$ cat config.mk
export PLATFORM = sky130hd
export DESIGN_NAME = result_collector
export DESIGN_NICKNAME = d
export VERILOG_FILES = /design/src/rtl/result_collector.sv
export SDC_FILE = /design/constraint.sdc
export NUM_CORES = 1
export LEC_CHECK = 0
export CAP_MARGIN = 10
export CORE_MARGIN = 2
export CORE_UTILIZATION = 52
export CTS_BUF_LIST = sky130_fd_sc_hd__clkbuf_4
export CTS_CLUSTER_DIAMETER = 30
export DETAILED_ROUTE_END_ITERATION = 8
export GPL_TIMING_DRIVEN = 0
export HOLD_SLACK_MARGIN = 0.06
export PLACE_DENSITY = 0.69
export SLEW_MARGIN = 20
export SYNTH_ARGS = -nofsm -noshare
export SYNTH_HDL_FRONTEND = slang
export SYNTH_SLANG_ARGS = --single-unit
export TNS_END_PERCENT = 20
$ cat constraint.sdc
create_clock -name clk -period 8.12 [get_ports clk]
set_input_delay 1.624 -clock clk [delete_from_list [all_inputs] [get_ports clk]]
set_output_delay 1.624 -clock clk [all_outputs]
set_load 0.01 [all_outputs]
$ cat src/rtl/result_collector.sv
// result_collector: groups upstream results into frames of an announced
// length, buffers them in a fall-through FIFO and drains them to the host
// over a valid/ready stream with an end-of-frame marker.
module result_collector #(
  parameter int WIDTH = 32,
  parameter int DEPTH = 16,
  localparam int AW = $clog2(DEPTH)
) (
  input  logic             clk,
  input  logic             clear,
  input  logic             enable,
  input  logic [WIDTH-1:0] data_in,
  input  logic             y_valid,
  input  logic [31:0]      out_count,
  input  logic             out_count_valid,
  output logic [WIDTH-1:0] m_data,
  output logic             m_valid,
  input  logic             m_ready,
  output logic             m_last,
  output logic             done,
  output logic             busy,
  output logic [AW:0]      level,
  output logic             overflow,
  output logic             stray
);

  typedef enum logic [1:0] {IDLE, ACTIVE, FLUSH} state_t;

  state_t          state, state_n;
  logic [31:0]     remaining, remaining_n;
  logic [31:0]     pend_count, pend_count_n;
  logic            pend_valid, pend_valid_n;
  logic            done_n, overflow_n, stray_n;
  logic            push, push_tag, pop, full;
  logic [AW-1:0]   wr_ptr, rd_ptr;
  logic [WIDTH-1:0] mem_data [DEPTH];
  logic            mem_last [DEPTH];

  // Head of FIFO falls through; gated so outputs read 0 while empty/after reset.
  assign m_valid = (level != '0);
  assign m_data  = m_valid ? mem_data[rd_ptr] : '0;
  assign m_last  = m_valid ? mem_last[rd_ptr] : 1'b0;
  assign pop     = m_valid && m_ready;
  assign full    = (level == (AW+1)'(DEPTH));
  assign busy    = (state != IDLE);

  // Next-state and datapath control for the frame FSM.
  always_comb begin
    state_n      = state;
    remaining_n  = remaining;
    pend_count_n = pend_count;
    pend_valid_n = pend_valid;
    done_n       = 1'b0;
    overflow_n   = overflow;
    stray_n      = stray;
    push         = 1'b0;
    push_tag     = 1'b0;
    unique case (state)
      IDLE: begin
        if (enable && y_valid) stray_n = 1'b1;
        if (enable && out_count_valid) begin
          if (out_count != 32'd0) begin
            remaining_n = out_count;
            state_n     = ACTIVE;
          end else begin
            done_n = 1'b1;
          end
        end
      end
      ACTIVE: begin
        if (enable && y_valid) begin
          // Decrement even on a drop so the frame boundary stays aligned.
          remaining_n = remaining - 32'd1;
          if (!full || pop) begin
            push     = 1'b1;
            push_tag = (remaining == 32'd1);
          end else begin
            overflow_n = 1'b1;
          end
          if (remaining == 32'd1) state_n = FLUSH;
        end
      end
      FLUSH: begin
        if (enable && y_valid) stray_n = 1'b1;
        if (level == '0) begin
          done_n = 1'b1;
          if (pend_valid) begin
            pend_valid_n = 1'b0;
            // A zero pending count stays in FLUSH one more cycle, which
            // produces its own done pulse and then returns to IDLE.
            if (pend_count != 32'd0) begin
              remaining_n = pend_count;
              state_n     = ACTIVE;
            end
          end else begin
            state_n = IDLE;
          end
        end
      end
      default: state_n = IDLE;
    endcase
    if (state != IDLE && enable && out_count_valid) begin
      if (pend_valid) begin
        stray_n = 1'b1;
      end else begin
        pend_valid_n = 1'b1;
        pend_count_n = out_count;
      end
    end
  end

  // Control state, flags and FIFO pointers.
  always_ff @(posedge clk or negedge clear) begin
    if (!clear) begin
      state      <= IDLE;
      remaining  <= '0;
      pend_count <= '0;
      pend_valid <= 1'b0;
      done       <= 1'b0;
      overflow   <= 1'b0;
      stray      <= 1'b0;
      wr_ptr     <= '0;
      rd_ptr     <= '0;
      level      <= '0;
    end else begin
      state      <= state_n;
      remaining  <= remaining_n;
      pend_count <= pend_count_n;
      pend_valid <= pend_valid_n;
      done       <= done_n;
      overflow   <= overflow_n;
      stray      <= stray_n;
      if (push) wr_ptr <= wr_ptr + AW'(1);
      if (pop)  rd_ptr <= rd_ptr + AW'(1);
      if (push && !pop)      level <= level + (AW+1)'(1);
      else if (!push && pop) level <= level - (AW+1)'(1);
    end
  end

  // FIFO storage; contents need no reset since reads are gated by level.
  always_ff @(posedge clk) begin
    if (push) begin
      mem_data[wr_ptr] <= data_in;
      mem_last[wr_ptr] <= push_tag;
    end
  end

endmodule

After elaboration in Yosys (flattened, before gate mapping). Memories as Yosys holds them, arrays and structs flattened. Cells that the tools add are included.

Register bits: 83. Bits in writable memories: 528. Input bits: 70. Output and inout bits: 43. Logic and storage cells: 94. Memories kept: 2.

Add/subtract/negate cells: 5. Equal/unequal tests: 12. Muxes and demuxes: 39. Bitwise gates (word level): 2. Reductions and logical operators: 24.

Memory list: mem_data (words 16, bits a word 32, rd ports 1, clocked after Yosys merged registers in 0, wr ports 1, line 36) `logic [WIDTH-1:0] mem_data [DEPTH];`; mem_last (words 16, bits a word 1, rd ports 1, clocked after Yosys merged registers in 0, wr ports 1, line 37) `logic mem_last [DEPTH];`.

Operators by type and width (number): 32-bit 2-to-1 mux (7); 32-bit case mux with 3 select lines (1); 32-bit nonzero test (2); 32-bit by 1-bit equality test with 1-bit output, second input constant (1); 32-bit by 1-bit subtractor with 32-bit output, second input constant (1); 1-bit 2-to-1 mux (20); 2-bit 2-to-1 mux (7); 2-bit inequality test, second input constant (7); 5-bit 2-to-1 mux (2); 4-bit by 1-bit adder with 4-bit output, second input constant (2); 1-bit logical AND (7); 7-bit AND reduction (1); 2-bit case mux with 3 select lines (1); 6-bit AND reduction (1); 5-bit by 1-bit adder with 5-bit output, second input constant (1); 5-bit equality test, second input constant (1); 5-bit logical NOT (1); 5-bit nonzero test (1); 5-bit by 1-bit subtractor with 5-bit output, second input constant (1); 2-bit nonzero test (2); 1-bit logical NOT (3); 3-bit inequality test, second input constant (1); 3-bit AND reduction (1); 3-bit nonzero test (1); other kinds (8) (9).

Depth between registers and ports, before layout.
Word-level depth: 10. Mapped depth: 13. Depth with buffers taken out: 12.

Least setup slack after synthesis. OpenSTA, ideal clock, no wires.

Path type: input to register. Start: in m_ready. End: mem mem_data[3][0] (enable). Library setup time: 464 ps. Data arrival time: 4598 ps. Data required time: 7656 ps. Setup slack: 3058 ps. Stages on the path: 5. Buffers on the path: 1. Path through: nand3b_1 -> nor2b_1 -> clkbuf_1 -> nand2_1 -> nor3_1.

Cells in the longest elaborated chain, start to end: 7.

Ends and longest elaborated chain: start: declaration (line 18) `input logic m_ready,`; 1-bit logical AND (line 43) `assign pop = m_valid && m_ready;`; 1-bit logical OR (line 74) `if (!full || pop) begin`; 1-bit 2-to-1 mux (line 74); 1-bit 2-to-1 mux (line 71) `if (enable && y_valid) begin`; 1-bit 2-to-1 mux (line 58) `unique case (state)`; via push (line 34) `logic push, push_tag, pop, full;`; 1-bit 2-to-1 mux (line 142) `if (push) begin`; 1-bit 2-to-1 mux (not written as such) (line 143) `mem_data[wr_ptr] <= data_in;`; end: declaration (line 36).

The timed path passes the listed nets, and every way through them passes these cells.

Worst setup path after layout.
Start: reg rd_ptr[1]. End: out m_data[6].

Cells in the longest elaborated chain, start to end: 2.

Ends and longest elaborated chain: start: declaration (line 35) `logic [AW-1:0] wr_ptr, rd_ptr;`; start signal: assignment (line 134) `if (pop) rd_ptr <= rd_ptr + AW'(1);`; memory read 16 x 32 bit; 32-bit 2-to-1 mux (line 41) `assign m_data = m_valid ? mem_data[rd_ptr] : '0;`; end: declaration (line 16) `output logic [WIDTH-1:0] m_data,`.

No other way between the ends.

==> flow_metrics.env <==
export IMPL_p_comb_share_pct=34.5
export IMPL_synth_top_cell_by_area="edfxtp_1"
export IMPL_setup_violations=0
export IMPL_drtAntennaViolNets=0
export IMPL_drt_iter0_drc=1381
export IMPL_die_w_um=223
export IMPL_grtUsageTotal_pct=26.2
export IMPL_dr_pass1_iters=8
export IMPL_ioPinCount=113
export IMPL_fin_skew_ns=0.0501
export IMPL_antenna_found_initial=3
export IMPL_avgSynthCellArea_um2=19.4
export IMPL_synth_main_ff_cell="edfxtp_1"
export IMPL_cts_root_buffer="clkbuf_4"
export IMPL_slowest_stage="clkbuf_1"
export IMPL_synth_area_um2=24900
export IMPL_fin_ws_ns=1.73
export IMPL_clkPwrFrac_pct=26.3
export IMPL_ys_seq_elements=611
export IMPL_layout_drive_gt1_share_pct=31.0
export IMPL_synth_top_family_by_area="multiplexers"
export IMPL_cpPeakStageDelay_ns=0.77
export IMPL_post_drt_via_cell_ratio=6.03
export IMPL_power_leakage_nw=9.91
export IMPL_crit_chain="clkbuf_1, clkbuf_1, clkbuf_1, mux4_2, mux4_2, and2_1, clkdlybuf4s50_1"
export IMPL_place_ws_ns=2.73
export IMPL_crit_family="buffers and inverters"
export IMPL_cts_tree="yes"
export IMPL_seqPwrFrac_pct=39.3
export IMPL_powerDensity_nw_per_um2=339
export IMPL_htree_levels=4
export IMPL_cp_arrival_ns=4.77
export IMPL_cp_end_kind="output port"
export IMPL_synth_area_leaders="edfxtp_1, mux4_2, dfrtp_1, mux2_2, and2_1"
export IMPL_p_sw_share_pct=32.2
export IMPL_cts_buffers=164
export IMPL_cp_max_fo=10
export IMPL_ir_drop_v=0.000204
export IMPL_seq_area_frac_synth_pct=72.2
export IMPL_min_period_ns=6.39
export IMPL_clk_pin_slew_ns=0.08
export IMPL_worst_pin_slew_ns=1.10
export IMPL_synthesis_nets=1370
export IMPL_rows=80
export IMPL_switchingPower_mw=3.23
export IMPL_fp_coreArea_um2=47400
export IMPL_timing_final_crit_share_pct=78.7
export IMPL_finalHoldViolations=0
export IMPL_grt_pass1_wl_um=92900
export IMPL_clock_latency_ns=0.98
export IMPL_grt_overflow=0
export IMPL_yosysTopAreaCellShare_pct=63.8
export IMPL_synth_compound_area_share_pct=3.18
export IMPL_synthAdderAreaFrac_pct=0.836
export IMPL_finalNetCount=1690
export IMPL_fin_tns_setup_ns=0
export IMPL_yosysMostFrequentCell="edfxtp_1"
export IMPL_cpMostUsedCell="clkbuf_1"
export IMPL_synth_mux_area_share_pct=16.6
export IMPL_start_kind="flip-flop"
export IMPL_routedWlPerCell_um=26.7
export IMPL_power_internal_mw=6.80
export IMPL_hold_class="flip-flop to flip-flop"
export IMPL_ys_warn_count=0
export IMPL_synth_cell_types=61
export IMPL_max_cap_viol_count=0
export IMPL_vias=14101
export IMPL_max_freq_mhz=156
export IMPL_synth_edff_count=528
export IMPL_grt_pass1_vias=14856
export IMPL_place_gp_congestion=0.940
export IMPL_status="finished clean"
export IMPL_path_buf_inv=4
export IMPL_required_ns=6.50
export IMPL_syn_inst=1284
export IMPL_clkSinkCount=611
export IMPL_drv_slew=0
export IMPL_synthTopCellsByCount="edfxtp_1, mux4_2, dfrtp_1, clkbuf_1, nor2_1"
export IMPL_portBuffers=112
export IMPL_grt_max_degree=44
export IMPL_async_flop_share_pct=13.6
export IMPL_rsz0062_at_grt="false"
export IMPL_hpwl_um=40600
export IMPL_cts_resized=0
export IMPL_initial_core_util_pct=52.4
export IMPL_drc=0
export IMPL_wirelength_um=62400
export IMPL_cts_path_max_buffers=3
export IMPL_fp_dieH_um=223
export IMPL_die_area_um2=49600
export IMPL_synth_xor_area_share_pct=1.02
export IMPL_relSlewSlack_pct=26.3
export IMPL_area_growth_pct=19.1
export IMPL_reg2reg_slack_ns=4.52
export IMPL_post_cts_setup_buffers=0
export IMPL_crit_type="flip-flop to output port"
export IMPL_postCtsHoldBufs=0
export IMPL_synth_simple_area_share_pct=4.83
state kept, by name (all words and copies together), names as in the netlist:
register and flops:
mem_data 512, wr_ptr 4, overflow 1, remaining 32
state 2, done 1, rd_ptr 4, stray 1
level 5, pend_valid 1, pend_count 32, mem_last 16
worst reg2reg max path, cell delays in order (launching register included):
cell and delay [ns]:
dfrtp_1 0.44, nor4_1 0.62, nand2b_1 0.17, clkbuf_1 0.35, nand2_1 0.42, ha_1 0.26, inv_1 0.10, fa_1 0.42
a21o_1 0.18, a21oi_1 0.17, xnor2_1 0.13, nor2_1 0.07, xor2_1 0.15
final timing paths:
check / from / depth (start not counted) / endpoint
min in group asynchronous: clear / 1 / rd_ptr[1]
worst min register to register: stray / 1 / stray
max in group asynchronous: clear / 2 / pend_count[14]
worst max register to register: level[1] / 12 / level[4]
worst min-delay path: stray / 1 / stray
worst max-delay path: rd_ptr[1] / 7 / m_data[6]
routing by layer:
metal  share of wire (%)  track usage (%)
met4                 3.0             10.6
met1                  39             33.6
met5               0.021                0
met3                 7.3             6.88
met2                  50             43.2
layout make-up:
cell class / count / area [um^2]
diodes: 2 / 5.00
plain buffers: 73 / 293
clock buffers: 231 / 1730
clock inverters: 52 / 298
fillers: 3489 / 17800
inverters: 14 / 52.6
multi-input cells: 586 / 6700
flip-flops and latches: 611 / 17900
well taps: 615 / 769
repair buffers: 154 / 1820
power by group through the flow:
stage	logic, mW	registers, mW	clock network [mW]
floorplan	2.19	3.91	0
global placement	3.38	4.00	0
detailed placement	3.48	4.00	0
CTS	3.50	3.94	2.71
global route	3.70	3.97	2.87
finish	3.46	3.94	2.63
through the flow:
| step | cells | cell area (um^2) | hold WS, ns | total power, mW | util [%] |
|---|---|---|---|---|---|
| final | 2338 | 29600 | 0.470 | 10.0 | 62.4 |
| after global routing | 2338 | 29600 | 0.504 | 10.5 | 62.4 |
| after CTS | 2336 | 29600 | 0.471 | 10.1 | 62.4 |
| after detailed placement | 2053 | 27600 | 0.460 | 7.48 | 58.1 |
| after global placement | 2011 | 26700 | 0.459 | 7.37 | 56.4 |
| after floorplan | 1284 | 24900 | 0.471 | 6.10 | - |
cells in the final DEF (no fill, tap or decap), types with 28 or more instances in the layout:
cell             count
clkbuf_4           231
mux4_2             165
clkinv_1            33
o21ai_0             28
and2_1              37
clkdlybuf4s50_1    111
nand2_1             48
clkbuf_1            51
dfrtp_1             83
mux2_2              36
edfxtp_1           528
nor2_1              41
logic make-up after synthesis:
kind of cell,after synthesis
AO/OA/AOI/OAI,109
multiplexers,202
adder cells (fa/ha/maj),16
AND/OR/NAND/NOR,230
flip-flops,611
buffers and inverters,87
XOR/XNOR,29
No activity file was read; power rests on OpenSTA's default activity.
